<file path="config.mk">
export PLATFORM = sky130hd
export DESIGN_NAME = vga_timing_gen_flat
export DESIGN_NICKNAME = d
export VERILOG_FILES = /design/src/rtl/vga_timing_gen_if.sv /design/src/rtl/vga_timing_gen.sv /design/src/flat_wrapper.sv
export SDC_FILE = /design/constraint.sdc
export NUM_CORES = 1
export LEC_CHECK = 0
export BUFFER_PORTS_ARGS = -buffer_cell sky130_fd_sc_hd__clkbuf_2
export CAP_MARGIN = 20
export CORE_UTILIZATION = 57
export CTS_BUF_LIST = sky130_fd_sc_hd__clkbuf_2 sky130_fd_sc_hd__clkbuf_4 sky130_fd_sc_hd__clkbuf_8
export DETAILED_ROUTE_END_ITERATION = 16
export PLACE_DENSITY_LB_ADDON = 0.15
export SETUP_SLACK_MARGIN = 0.05
export SLEW_MARGIN = 5
export SYNTH_ARGS = -nofsm -noshare
export SYNTH_HDL_FRONTEND = slang
export SYNTH_SLANG_ARGS = --single-unit
</file>
<file path="constraint.sdc">
create_clock -name clk -period 2.45 [get_ports clk]
set_input_delay 0 -clock clk [delete_from_list [all_inputs] [get_ports clk]]
set_output_delay 0 -clock clk [all_outputs]
set_load 0.01 [all_outputs]
</file>
<file path="src/rtl/vga_timing_gen_if.sv">
// rtl/vga_timing_gen_if.sv - raster timing bundle from vga_timing_gen to the renderer and RGB stage
interface vga_timing_gen_if;
    logic       pix_tick;
    logic       hsync;
    logic       vsync;
    logic       video_on;
    logic [9:0] x;
    logic [9:0] y;
    logic       line_end;
    logic       frame_start;

    // Timing generator drives the bundle
    modport master (
        output pix_tick,
        output hsync,
        output vsync,
        output video_on,
        output x,
        output y,
        output line_end,
        output frame_start
    );

    // Renderer / RGB register consume it
    modport slave (
        input pix_tick,
        input hsync,
        input vsync,
        input video_on,
        input x,
        input y,
        input line_end,
        input frame_start
    );
endinterface

</file>
<file path="src/rtl/vga_timing_gen.sv">
// rtl/vga_timing_gen.sv - 640x480@60 raster timing driven by a rising-edge-detected pixel clock level
module vga_timing_gen #(
    parameter int   H_ACTIVE = 640,
    parameter int   H_FP     = 16,
    parameter int   H_SYNC   = 96,
    parameter int   H_BP     = 48,
    parameter int   V_ACTIVE = 480,
    parameter int   V_FP     = 10,
    parameter int   V_SYNC   = 2,
    parameter int   V_BP     = 33,
    parameter logic SYNC_POL = 1'b0
) (
    input  logic              clk,
    input  logic              rst_n,
    input  logic              pclk,
    vga_timing_gen_if.master  vif
);
    // Totals must stay within the 10-bit counters (<= 1024)
    localparam int H_TOTAL = H_ACTIVE + H_FP + H_SYNC + H_BP;
    localparam int V_TOTAL = V_ACTIVE + V_FP + V_SYNC + V_BP;

    localparam logic [9:0] L_H_LAST     = 10'(H_TOTAL - 1);
    localparam logic [9:0] L_V_LAST     = 10'(V_TOTAL - 1);
    localparam logic [9:0] L_H_ACT      = 10'(H_ACTIVE);
    localparam logic [9:0] L_V_ACT      = 10'(V_ACTIVE);
    localparam logic [9:0] L_HS_START   = 10'(H_ACTIVE + H_FP);
    localparam logic [9:0] L_HS_END     = 10'(H_ACTIVE + H_FP + H_SYNC);
    localparam logic [9:0] L_VS_START   = 10'(V_ACTIVE + V_FP);
    localparam logic [9:0] L_VS_END     = 10'(V_ACTIVE + V_FP + V_SYNC);

    logic       r_pclk_q;
    logic       r_pix_tick;
    logic [9:0] r_h;
    logic [9:0] r_v;
    logic       r_hsync;
    logic       r_vsync;
    logic       r_video_on;
    logic       r_line_end;
    logic       r_frame_start;

    logic       w_tick;
    logic       w_h_wrap;
    logic       w_v_wrap;
    logic [9:0] w_h_next;
    logic [9:0] w_v_next;
    logic       w_hs_on;
    logic       w_vs_on;
    logic       w_vid;

    // Next counter values and their decodes; outputs are registered from
    // these so sync/video always line up with x/y in the same cycle
    always_comb begin
        w_tick   = pclk & ~r_pclk_q;
        w_h_wrap = (r_h == L_H_LAST);
        w_v_wrap = w_h_wrap && (r_v == L_V_LAST);
        w_h_next = w_h_wrap ? 10'd0 : r_h + 10'd1;
        w_v_next = r_v;
        if (w_h_wrap) begin
            w_v_next = w_v_wrap ? 10'd0 : r_v + 10'd1;
        end
        w_hs_on  = (w_h_next >= L_HS_START) && (w_h_next < L_HS_END);
        w_vs_on  = (w_v_next >= L_VS_START) && (w_v_next < L_VS_END);
        w_vid    = (w_h_next < L_H_ACT) && (w_v_next < L_V_ACT);
    end

    // Edge detector; pclk_q resets high so a pclk already high at release is not a tick
    always_ff @(posedge clk or negedge rst_n) begin
        if (!rst_n) begin
            r_pclk_q   <= 1'b1;
            r_pix_tick <= 1'b0;
        end else begin
            r_pclk_q   <= pclk;
            r_pix_tick <= w_tick;
        end
    end

    // Raster counters, decoded outputs and strobes advance only on a tick
    always_ff @(posedge clk or negedge rst_n) begin
        if (!rst_n) begin
            r_h           <= 10'd0;
            r_v           <= 10'd0;
            r_hsync       <= ~SYNC_POL;
            r_vsync       <= ~SYNC_POL;
            r_video_on    <= 1'b0;
            r_line_end    <= 1'b0;
            r_frame_start <= 1'b0;
        end else if (w_tick) begin
            r_h           <= w_h_next;
            r_v           <= w_v_next;
            r_hsync       <= w_hs_on ? SYNC_POL : ~SYNC_POL;
            r_vsync       <= w_vs_on ? SYNC_POL : ~SYNC_POL;
            r_video_on    <= w_vid;
            r_line_end    <= w_h_wrap;
            r_frame_start <= w_v_wrap;
        end else begin
            r_line_end    <= 1'b0;
            r_frame_start <= 1'b0;
        end
    end

    assign vif.pix_tick    = r_pix_tick;
    assign vif.hsync       = r_hsync;
    assign vif.vsync       = r_vsync;
    assign vif.video_on    = r_video_on;
    assign vif.x           = r_h;
    assign vif.y           = r_v;
    assign vif.line_end    = r_line_end;
    assign vif.frame_start = r_frame_start;
endmodule

</file>
<file path="src/flat_wrapper.sv">
// flat-port wrapper written by rule: the top's interface ports become plain ports
module vga_timing_gen_flat 
#(
    parameter int   H_ACTIVE = 640,
    parameter int   H_FP     = 16,
    parameter int   H_SYNC   = 96,
    parameter int   H_BP     = 48,
    parameter int   V_ACTIVE = 480,
    parameter int   V_FP     = 10,
    parameter int   V_SYNC   = 2,
    parameter int   V_BP     = 33,
    parameter logic SYNC_POL = 1'b0
)
  (clk, rst_n, pclk, vif_pix_tick, vif_hsync, vif_vsync, vif_video_on, vif_x, vif_y, vif_line_end, vif_frame_start);
  vga_timing_gen_if vif_i ();
  input  logic clk;
  input  logic rst_n;
  input  logic pclk;
  output wire logic [$bits(vif_i.pix_tick)-1:0] vif_pix_tick;
  output wire logic [$bits(vif_i.hsync)-1:0] vif_hsync;
  output wire logic [$bits(vif_i.vsync)-1:0] vif_vsync;
  output wire logic [$bits(vif_i.video_on)-1:0] vif_video_on;
  output wire logic [$bits(vif_i.x)-1:0] vif_x;
  output wire logic [$bits(vif_i.y)-1:0] vif_y;
  output wire logic [$bits(vif_i.line_end)-1:0] vif_line_end;
  output wire logic [$bits(vif_i.frame_start)-1:0] vif_frame_start;
  assign vif_pix_tick = vif_i.pix_tick;
  assign vif_hsync = vif_i.hsync;
  assign vif_vsync = vif_i.vsync;
  assign vif_video_on = vif_i.video_on;
  assign vif_x = vif_i.x;
  assign vif_y = vif_i.y;
  assign vif_line_end = vif_i.line_end;
  assign vif_frame_start = vif_i.frame_start;
  vga_timing_gen #(.H_ACTIVE(H_ACTIVE), .H_FP(H_FP), .H_SYNC(H_SYNC), .H_BP(H_BP), .V_ACTIVE(V_ACTIVE), .V_FP(V_FP), .V_SYNC(V_SYNC), .V_BP(V_BP), .SYNC_POL(SYNC_POL)) u_core (.clk(clk), .rst_n(rst_n), .pclk(pclk), .vif(vif_i));
endmodule
</file>
==> results.cfg, run 1 <==
[logic_synthesis]
synth_xor_area_share_pct = 4.957
async_flop_share_pct = 100.0
synth.area.mux_share_pct = 0
synth_edf_count = 0
synth_fp_nets = 184
synth-seq-area-share_pct = 42.72
synth_top_family_by_area = simple AND/OR/NAND/NOR gates
synth_area_um2 = 1590
synthSimpleGateAreaFrac_pct = 26.20
syn_area_per_cell_um2 = 8.934
ys_warn_count = 0
synthDistinctLibCells = 45
synthCells = 178
synthFlopType = dfrtp_1
synthAdderAreaFrac_pct = 2.360
synth-seq-cells = 27
synth-compound-area-share_pct = 17.23

[timing]
tightest_slew_ns = 0.6589
min_period_over_period_pct = 90.17
min_period_ns = 2.209
max_slew_margin_pct = 56.07
finalSetupViolations = 0
fmax_mhz = 452.7
setup_tns_ns = 0
finalHoldViolations = 0
layout_setup_ws_ns = 0.2409
slew_violations = 0
rsz0062_at_grt = no
finalClockSkew_ns = 0.003030

[detailed_routing]
wl_per_cell_um = 14.46
drcViolationCount = 0
ant_nets = 0
drt_wl_total_mm = 3.427
vias = 1427
avgViaCountPerCell = 6.021
drtIter0Drc = 42
firstDrtPassIters = 4

[power_and_ir_drop]
peakVddDrop_v = 0.0005450
total_power_mw = 1.003
p_leak_nw = 0.7882
power_density_nw_per_um2 = 556.4

[floorplanning]
die_w_um = 54.82
io_pins = 29
core_area_um2 = 2567
die_h_um = 54.82
num_rows = 18
start_util_pct = 61.94
dieArea_um2 = 3005

[place]
gp_congestion = 0.9379
dp.cells = 231
hpwl_mm = 2.523
dp_slack_ns = 0.1406
io_buffers = 28

[setup_path]
path_max_fanout = 9
slowest_stage = or4b_2
start_kind = flip-flop
worst_ep_arrival_time_ns = 2.43
cp.required_ns = 2.67
cp-end-kind = flip-flop
critical_path_class = flip-flop to flip-flop
worstPathCellList = ha_1 -> nand4_2 -> or4b_2 -> nand3_1 -> o22ai_1 -> a32o_1
critPathMaxStageDelay_ns = 0.69

[cts]
numCtsBuffers = 3
clockRootBuffer = clkbuf_4
htreeDepth = 1
clock_path_buffers = 2
cts_sinks = 27
cts_tree = built
insertion_delay_ns = 0.31
clkSlewWorstSetupHoldPaths_ns = 0.14
cts_setup_buffers = 0

[grt]
antenna_found_initial = 0
overflow = 0
track_usage_pct = 26.31
grt_pass1_vias = 1234
grt_start_max_net_pins = 28
grt_pass1_wl_mm = 5.692

[finish]
fin_nets = 214
final_common_cell = clkbuf_2
syn2layout_area_growth_pct = 13.38
insertedDiodeCount = 0
layout.cells.non_filler = 237
drive_gt1_share_pct = 22.71
final_util_pct = 70.22
n_fill_cell = 211
final_cell_mix = clkbuf_2 (28), dfrtp_1 (23), nand2_1 (19)

[hold_path]
hold_class = primary input to asynchronous set/reset pin

[outcome]
status = complete, no violations

[run]
maxCapViolations = 0
power breakdown:
part	switching, mW	internal (mW)	total [mW]
registers	0.0900	0.494	0.584
clock network	0.123	0.0746	0.198
logic	0.122	0.0993	0.221
layer usage:
| layer | up-vias | GRT usage [%] | wire (um) | share of wire [%] |
|---|---|---|---|---|
| met5 | - | 0 | 0 | 0 |
| met4 | 0 | 5.983 | 15 | 0.44 |
| met3 | 2 | 2.778 | 180 | 5.3 |
| met2 | 47 | 40.36 | 1562 | 46 |
| met1 | 662 | 39.18 | 1669 | 49 |
| li1 | 716 | - | - | - |
worst max-delay path: cells and delay by family, from the launching register on:
kind                       cells  cell delay, ns
AOI/OAI and AO/OA              2            0.40
adders and majority gates      1            0.24
DFF                            1            0.45
and+or+nand+nor                3            1.03
state kept, by name, summed over array words and instances, names as in the netlist:
signal	count
u_core.r_pclk_q	1
u_core.vif.frame_start	1
u_core.vif.hsync	1
u_core.vif.line_end	1
u_core.vif.pix_tick	1
u_core.vif.video_on	1
u_core.vif.vsync	1
u_core.vif.x	10
u_core.vif.y	10
synthesized netlist by cell type, types with 2 or more instances:
cell type / n / area (um2)
a21oi_1: 3 / 15.01
a31oi_1: 2 / 12.51
a32o_1: 2 / 20.02
buf_2: 2 / 10.01
buf_4: 2 / 15.01
buf_6: 2 / 22.52
clkbuf_1: 5 / 18.77
dfrtp_1: 24 / 600.6
dfstp_2: 3 / 78.83
ha_1: 3 / 37.54
inv_1: 10 / 37.54
nand2_1: 19 / 71.32
nand2b_1: 2 / 12.51
nand3_1: 9 / 45.04
nand4_1: 4 / 25.02
nor2_1: 12 / 45.04
nor2b_1: 2 / 12.51
nor3_1: 9 / 45.04
nor4_1: 6 / 37.54
o2111ai_1: 2 / 17.52
o211ai_1: 2 / 15.01
o21ai_0: 11 / 55.05
o31ai_1: 7 / 52.55
or3_1: 7 / 43.79
xnor2_1: 5 / 43.79
xor2_1: 4 / 35.03
layout make-up:
| class | instances | area (um2) | share of cell area (%) |
|---|---|---|---|
| multi-input cells | 130 | 812.0 | 45.04 |
| flip-flops and latches | 27 | 680.7 | 37.75 |
| repair buffers | 36 | 205.2 | 11.38 |
| inverters | 10 | 37.54 | 2.082 |
| well taps | 30 | 37.54 | 2.082 |
| clock buffers | 4 | 30.03 | 1.666 |
cell families (layout without fill, tap and decap cells):
group | Yosys count | after routing
AO/OA/AOI/OAI | 39 | 39
XOR/XNOR | 9 | 9
adder cells (fa/ha/maj) | 3 | 3
buffers and inverters | 21 | 50
flip-flops | 27 | 27
AND/OR/NAND/NOR | 79 | 79
metrics by stage:
stage | hold slack [ns] | area (um2)
final | 0.2325 | 1803
after global routing | 0.2951 | 1803
after CTS | 0.2379 | 1797
after detailed placement | 0.06361 | 1747
after global placement | 0.05101 | 1747
after floorplan | -0.2956 | 1590
worst paths after layout:
| path | startpoint | end | slack, ns | cells past startpoint |
|---|---|---|---|---|
| min reg2reg | u_core.vif.vsync$_DFFE_PN1P_ | u_core.vif.vsync$_DFFE_PN1P_ | 0.53 | 1 |
| min in group clk | pclk | u_core.r_pclk_q$_DFF_PN1_ | 0.32 | 2 |
| max reg2reg | u_core.vif.x[1]$_DFFE_PN0P_ | u_core.vif.video_on$_DFFE_PN0P_ | 0.24 | 6 |
| min | rst_n | u_core.vif.x[8]$_DFFE_PN0P_ | 0.23 | 2 |
| max | u_core.vif.x[1]$_DFFE_PN0P_ | u_core.vif.video_on$_DFFE_PN0P_ | 0.24 | 6 |
| max in group asynchronous | rst_n | u_core.vif.x[0]$_DFFE_PN0P_ | 1.76 | 2 |
what timing repair did:
action,4_1_cts,5_1_grt
hold buffers,2,0
resized for setup,0,2
hold endpoints to repair,25,0
setup endpoints to repair,0,2
No activity file was read; power rests on OpenSTA's default activity.
==> run 2, diff against run 1 <==
==> constraint.sdc (replaced) <==
create_clock -name clk -period 2.3 [get_ports clk]
set_input_delay 0 -clock clk [delete_from_list [all_inputs] [get_ports clk]]
set_output_delay 0 -clock clk [all_outputs]
set_load 0.01 [all_outputs]
==> run 2 against run 1 <==
  * Setup slack worse by 0.074 ns
  * Routed wire length is 8.2% higher
  * Combinational power is 20% higher
  * Clock-buffer cell count is 1 lower
  * Die area stayed put
  * Final area is 2.8% higher
  * Hold slack worse by 0.027 ns
  * Core utilization is 2.0 points higher
  * Largest cell class unchanged
==> results.cfg, run 2 (same netlist as run 1, synthesis figures left out) <==
[hold_path]
hold_class = primary input to asynchronous set/reset pin

[run]
maxCapViolations = 0

[cts]
htreeDepth = 1
clkSlewWorstSetupHoldPaths_ns = 0.16
cts_sinks = 27
clock_path_buffers = 2
numCtsBuffers = 3
clockRootBuffer = clkbuf_4
insertion_delay_ns = 0.34
cts_setup_buffers = 0
cts_tree = built

[power_and_ir_drop]
p_leak_nw = 0.8109
total_power_mw = 1.101
p_clk_share_pct = 19.4
intPower_mw = 0.7095
combPwrFrac_pct = 24.1
switching_power_mw = 0.3917
p_sw_share_pct = 35.57
power_density_nw_per_um2 = 593.8
peakVddDrop_v = 0.0006345
power.sequential.fraction_pct = 56.5

[timing]
tightest_slew_ns = 0.6643
fmax_mhz = 468.8
min_period_over_period_pct = 92.75
finalSetupViolations = 0
setup_tns_ns = 0
max_slew_margin_pct = 55.71
layout_setup_ws_ns = 0.1668
rsz0062_at_grt = yes
whs_ns = 0.2054
min_period_ns = 2.133
finalClockSkew_ns = 0.01242
finalHoldViolations = 0
slew_violations = 0

[setup_path]
critPathMaxStageDelay_ns = 0.53
critical_path_class = flip-flop to flip-flop
cp-end-kind = flip-flop
worstPathCellList = or2b_1 -> or3_4 -> nor4_2 -> nor3_1 -> o32a_1
slowest_stage = dfrtp_1
cp.required_ns = 2.59
start_kind = flip-flop
path_max_fanout = 11
worst_ep_arrival_time_ns = 2.42

[finish]
insertedDiodeCount = 0
syn2layout_area_growth_pct = 16.60
final_common_cell = clkbuf_2
drive_gt1_share_pct = 25.59
fin_nets = 218
final_cell_area_um2 = 1854
n_fill_cell = 200
layout.cells.non_filler = 241
final_cell_mix = clkbuf_2 (28), dfrtp_1 (23), nand2_1 (18)
final_util_pct = 72.22

[detailed_routing]
avgViaCountPerCell = 6.253
firstDrtPassIters = 4
ant_nets = 0
wl_per_cell_um = 15.39
drt_wl_total_mm = 3.709
vias = 1507
drtIter0Drc = 66
drcViolationCount = 0

[place]
gp_congestion = 0.9704
hpwl_mm = 2.675
dp.cells = 235
io_buffers = 28
placed_cell_area_um2 = 1789
dp_slack_ns = 0.02909

[outcome]
status = complete, no violations

[floorplanning]
dieArea_um2 = 3005
core_area_um2 = 2567
num_rows = 18
die_w_um = 54.82
die_h_um = 54.82
start_util_pct = 61.94
io_pins = 29

[grt]
grt_pass1_wl_mm = 6.147
grt_pass1_vias = 1323
antenna_found_initial = 0
track_usage_pct = 29.12
grt_start_max_net_pins = 28
overflow = 0
run 2: routing by layer:
layer	routed length [um]	GRT usage, %	share of wire, %
met1	1692	40.75	46
met4	58	12.82	1.6
met3	262	5.833	7.1
met2	1695	42.77	46
met5	0	0	0
run 2: layout make-up:
type | instances | area, um2 | area share, %
clock buffers | 3 | 22.52 | 1.215
flip-flops and latches | 27 | 680.7 | 36.71
well taps | 30 | 37.54 | 2.024
clock inverters | 1 | 5.005 | 0.2699
repair buffers | 40 | 235.2 | 12.69
multi-input cells | 130 | 835.8 | 45.07
inverters | 10 | 37.54 | 2.024
run 2: worst paths after layout:
path | startpoint | endpoint | slack (ns) | depth (start not counted)
setup / recovery | u_core.vif.x[5]$_DFFE_PN0P_ | u_core.vif.vsync$_DFFE_PN1P_ | 0.17 | 5
hold / removal | rst_n | u_core.vif.x[5]$_DFFE_PN0P_ | 0.21 | 2
setup reg to reg | u_core.vif.x[5]$_DFFE_PN0P_ | u_core.vif.vsync$_DFFE_PN1P_ | 0.17 | 5
hold reg to reg | u_core.vif.hsync$_DFFE_PN1P_ | u_core.vif.hsync$_DFFE_PN1P_ | 0.52 | 2
max in group asynchronous | rst_n | u_core.vif.x[1]$_DFFE_PN0P_ | 1.63 | 2
min in group clk | pclk | u_core.r_pclk_q$_DFF_PN1_ | 0.29 | 2
run 2: power groups by stage:
stage                     Combinational, mW  Sequential (mW)  Clock, mW
after global routing                  0.296            0.628      0.233
after global placement                0.253            0.613          0
after floorplan                       0.163            0.612          0
after CTS                             0.264            0.610      0.221
after detailed placement              0.259            0.618          0
final                                 0.265            0.622      0.213
run 2: repair_timing:
action / in CTS / in global routing
hold buffers: 2 / 0
setup endpoints to repair: 1 / 8
gates resized for setup: 1 / 4
hold endpoints to repair: 25 / 0
run 2: worst max-delay path, delay by kind of cell, from the launching register on:
family          cells  cell delay (ns)
simple gates        4             1.20
flops               1             0.53
compound gates      1             0.34
==> run 3, diff against run 2 <==
--- a/config.mk
+++ b/config.mk
@@ -7,10 +7,10 @@
 export LEC_CHECK = 0
 export BUFFER_PORTS_ARGS = -buffer_cell sky130_fd_sc_hd__clkbuf_2
 export CAP_MARGIN = 20
-export CORE_UTILIZATION = 57
+export CORE_UTILIZATION = 52
 export CTS_BUF_LIST = sky130_fd_sc_hd__clkbuf_2 sky130_fd_sc_hd__clkbuf_4 sky130_fd_sc_hd__clkbuf_8
 export DETAILED_ROUTE_END_ITERATION = 16
-export PLACE_DENSITY_LB_ADDON = 0.15
+export PLACE_DENSITY = 0.86
 export SETUP_SLACK_MARGIN = 0.05
 export SLEW_MARGIN = 5
 export SYNTH_ARGS = -nofsm -noshare
==> constraint.sdc (replaced) <==
create_clock -name clk -period 1.85 [get_ports clk]
set_input_delay 0 -clock clk [delete_from_list [all_inputs] [get_ports clk]]
set_output_delay 0 -clock clk [all_outputs]
set_load 0.01 [all_outputs]
==> run 3 against run 2 <==
  * The flow now finishes with violations (DRC, setup timing)
  * Die area grew 9.3%
  * Non-clock buffer count rose by 45
  * Combinational power rose by 150%
  * Final area rose by 33%
  * Power increased by 54%
  * Clock skew down 0.0079 ns
  * Final cell count increased by 19%
  * Via count increased by 29%
  * Critical path depth stayed put
  * Setup slack worse by 0.44 ns
  * Critical endpoint unchanged
  * Largest cell class unchanged
  * Largest power group unchanged
==> results.cfg, run 3 (same netlist as run 1, synthesis figures left out) <==
[grt]
overflow = 0
antenna_found_initial = 0
grt_start_max_net_pins = 28
grt_pass1_vias = 1772
track_usage_pct = 35.41
grt_pass1_wl_mm = 8.763

[timing]
layout_setup_ws_ns = -0.2776
finalSetupViolations = 18
finalClockSkew_ns = 0.004548
whs_ns = 0.2033
min_period_over_period_pct = 115.0
tightest_slew_ns = 0.7115
setup_tns_ns = -2.588
rsz0062_at_grt = yes
fmax_mhz = 470.0
min_period_ns = 2.128
max_slew_margin_pct = 52.57
finalHoldViolations = 0
slew_violations = 0

[finish]
insertedDiodeCount = 0
final_util_pct = 87.09
ff_latch_area_um2 = 683.2
drive_gt1_share_pct = 52.73
multiInputGateArea_um2 = 1079
fin_nets = 263
final_cell_mix = buf_4 (49), clkbuf_2 (28), dfrtp_1 (21)
final_common_cell = buf_4
n_fill_cell = 120
syn2layout_area_growth_pct = 54.92

[floorplanning]
dieArea_um2 = 3283
die_w_um = 57.30
num_rows = 19
core_area_um2 = 2829
die_h_um = 57.30
io_pins = 29
start_util_pct = 56.21

[power_and_ir_drop]
p_leak_nw = 1.097
peakVddDrop_v = 0.0008042
power.sequential.fraction_pct = 43.3
intPower_mw = 1.054
combPwrFrac_pct = 38.8
total_power_mw = 1.694
switching_power_mw = 0.6397
p_clk_share_pct = 17.8
p_sw_share_pct = 37.76
power_density_nw_per_um2 = 687.6

[setup_path]
path_max_fanout = 7
start_kind = flip-flop
ff2ff_path_depth = 5
reg2reg_to = u_core.vif.vsync$_DFFE_PN1P_
crit_end = u_core.vif.vsync$_DFFE_PN1P_
worstReg2RegStart = u_core.vif.x[7]$_DFFE_PN0P_
cp-end-kind = flip-flop
cp.required_ns = 2.15
r2r_setup_slack_ns = -0.28
cp-startpoint = u_core.vif.x[7]$_DFFE_PN0P_
worst_ep_arrival_time_ns = 2.43
critical_path_class = flip-flop to flip-flop

[run]
maxCapViolations = 0

[cts]
cts_sinks = 27
clkSlewWorstSetupHoldPaths_ns = 0.16
htreeDepth = 1
clockRootBuffer = clkbuf_4
clock_path_buffers = 2
cts_tree = built
insertion_delay_ns = 0.36
numCtsBuffers = 3

[place]
hpwl_mm = 3.284
gp_congestion = 0.9450
io_buffers = 28

[detailed_routing]
ant_nets = 0
wl_per_cell_um = 21.31
drtIter0Drc = 149
drt_wl_total_mm = 6.117
avgViaCountPerCell = 6.767
vias = 1942
drcViolationCount = 1
firstDrtPassIters = 10

[hold_path]
hold_class = primary input to asynchronous set/reset pin

[outcome]
status = complete, but fails checks
violations = DRC, setup timing
==> run 3: power groups by stage <==
| stage | Combinational (mW) | Clock (mW) | Sequential [mW] |
|---|---|---|---|
| 2_1_floorplan | 0.215 | 0 | 0.771 |
| 3_3_place_gp | 0.482 | 0 | 0.728 |
| 3_5_place_dp | 0.509 | 0 | 0.734 |
| 4_1_cts | 0.555 | 0.293 | 0.726 |
| 5_1_grt | 0.697 | 0.315 | 0.737 |
| 6_report | 0.658 | 0.302 | 0.734 |
==> run 3: critical path, cell delays in order, from the launching register on <==
cell     delay, ns
dfrtp_1       0.43
or3b_4        0.47
or3_4         0.42
nor4_4        0.31
nor3_1        0.08
o32a_1        0.36
==> run 3: what timing repair did <==
item / CTS / global route
hold endpoints to repair: 25 / 0
pin swaps: 5 / 15
setup buffers: 4 / 5
gates resized for setup: 29 / 35
setup endpoints to repair: 16 / 19
gates cloned: 1 / 0
hold buffers: 2 / 0
==> run 3: worst min-delay path by stage <==
stage / end / startpoint / slack, ns
global route: u_core.vif.line_end$_DFF_PN0_ / rst_n / 0.27
CTS: u_core.vif.x[5]$_DFFE_PN0P_ / rst_n / 0.22
global placement: u_core.vif.y[3]$_DFFE_PN0P_ / rst_n / 0.05
finish: u_core.vif.x[5]$_DFFE_PN0P_ / rst_n / 0.20
detailed placement: u_core.vif.line_end$_DFF_PN0_ / rst_n / 0.07
floorplan: u_core.vif.frame_start$_DFF_PN0_ / rst_n / -0.30
==> run 3: layer usage <==
metal / part of all wire [%] / vias to the layer above / global-route usage [%] / wire length (um)
li1: - / 805 / - / -
met1: 36 / 912 / 44.05 / 2204
met2: 47 / 168 / 56.30 / 2859
met3: 9.4 / 57 / 8.163 / 574
met4: 7.8 / 0 / 21.25 / 478
met5: 0 / - / 0 / 0
==> run 3: cell type report <==
class | instances | area share, %
inverter | 10 | 1.524
sequential | 27 | 27.73
tap | 31 | 1.574
multi-input combinational | 130 | 43.78
clock buffer | 4 | 1.219
timing repair buffer | 85 | 24.17
==> run 3: per-stage QoR <==
step	cell area, um2	cells	setup slack [ns]
final	2464	287	-0.2776
after global routing	2464	287	-0.3272
after CTS	2283	282	-0.1486
after detailed placement	2067	271	-0.2744
after global placement	2067	271	-0.1706
after floorplan	1618	178	-0.3394
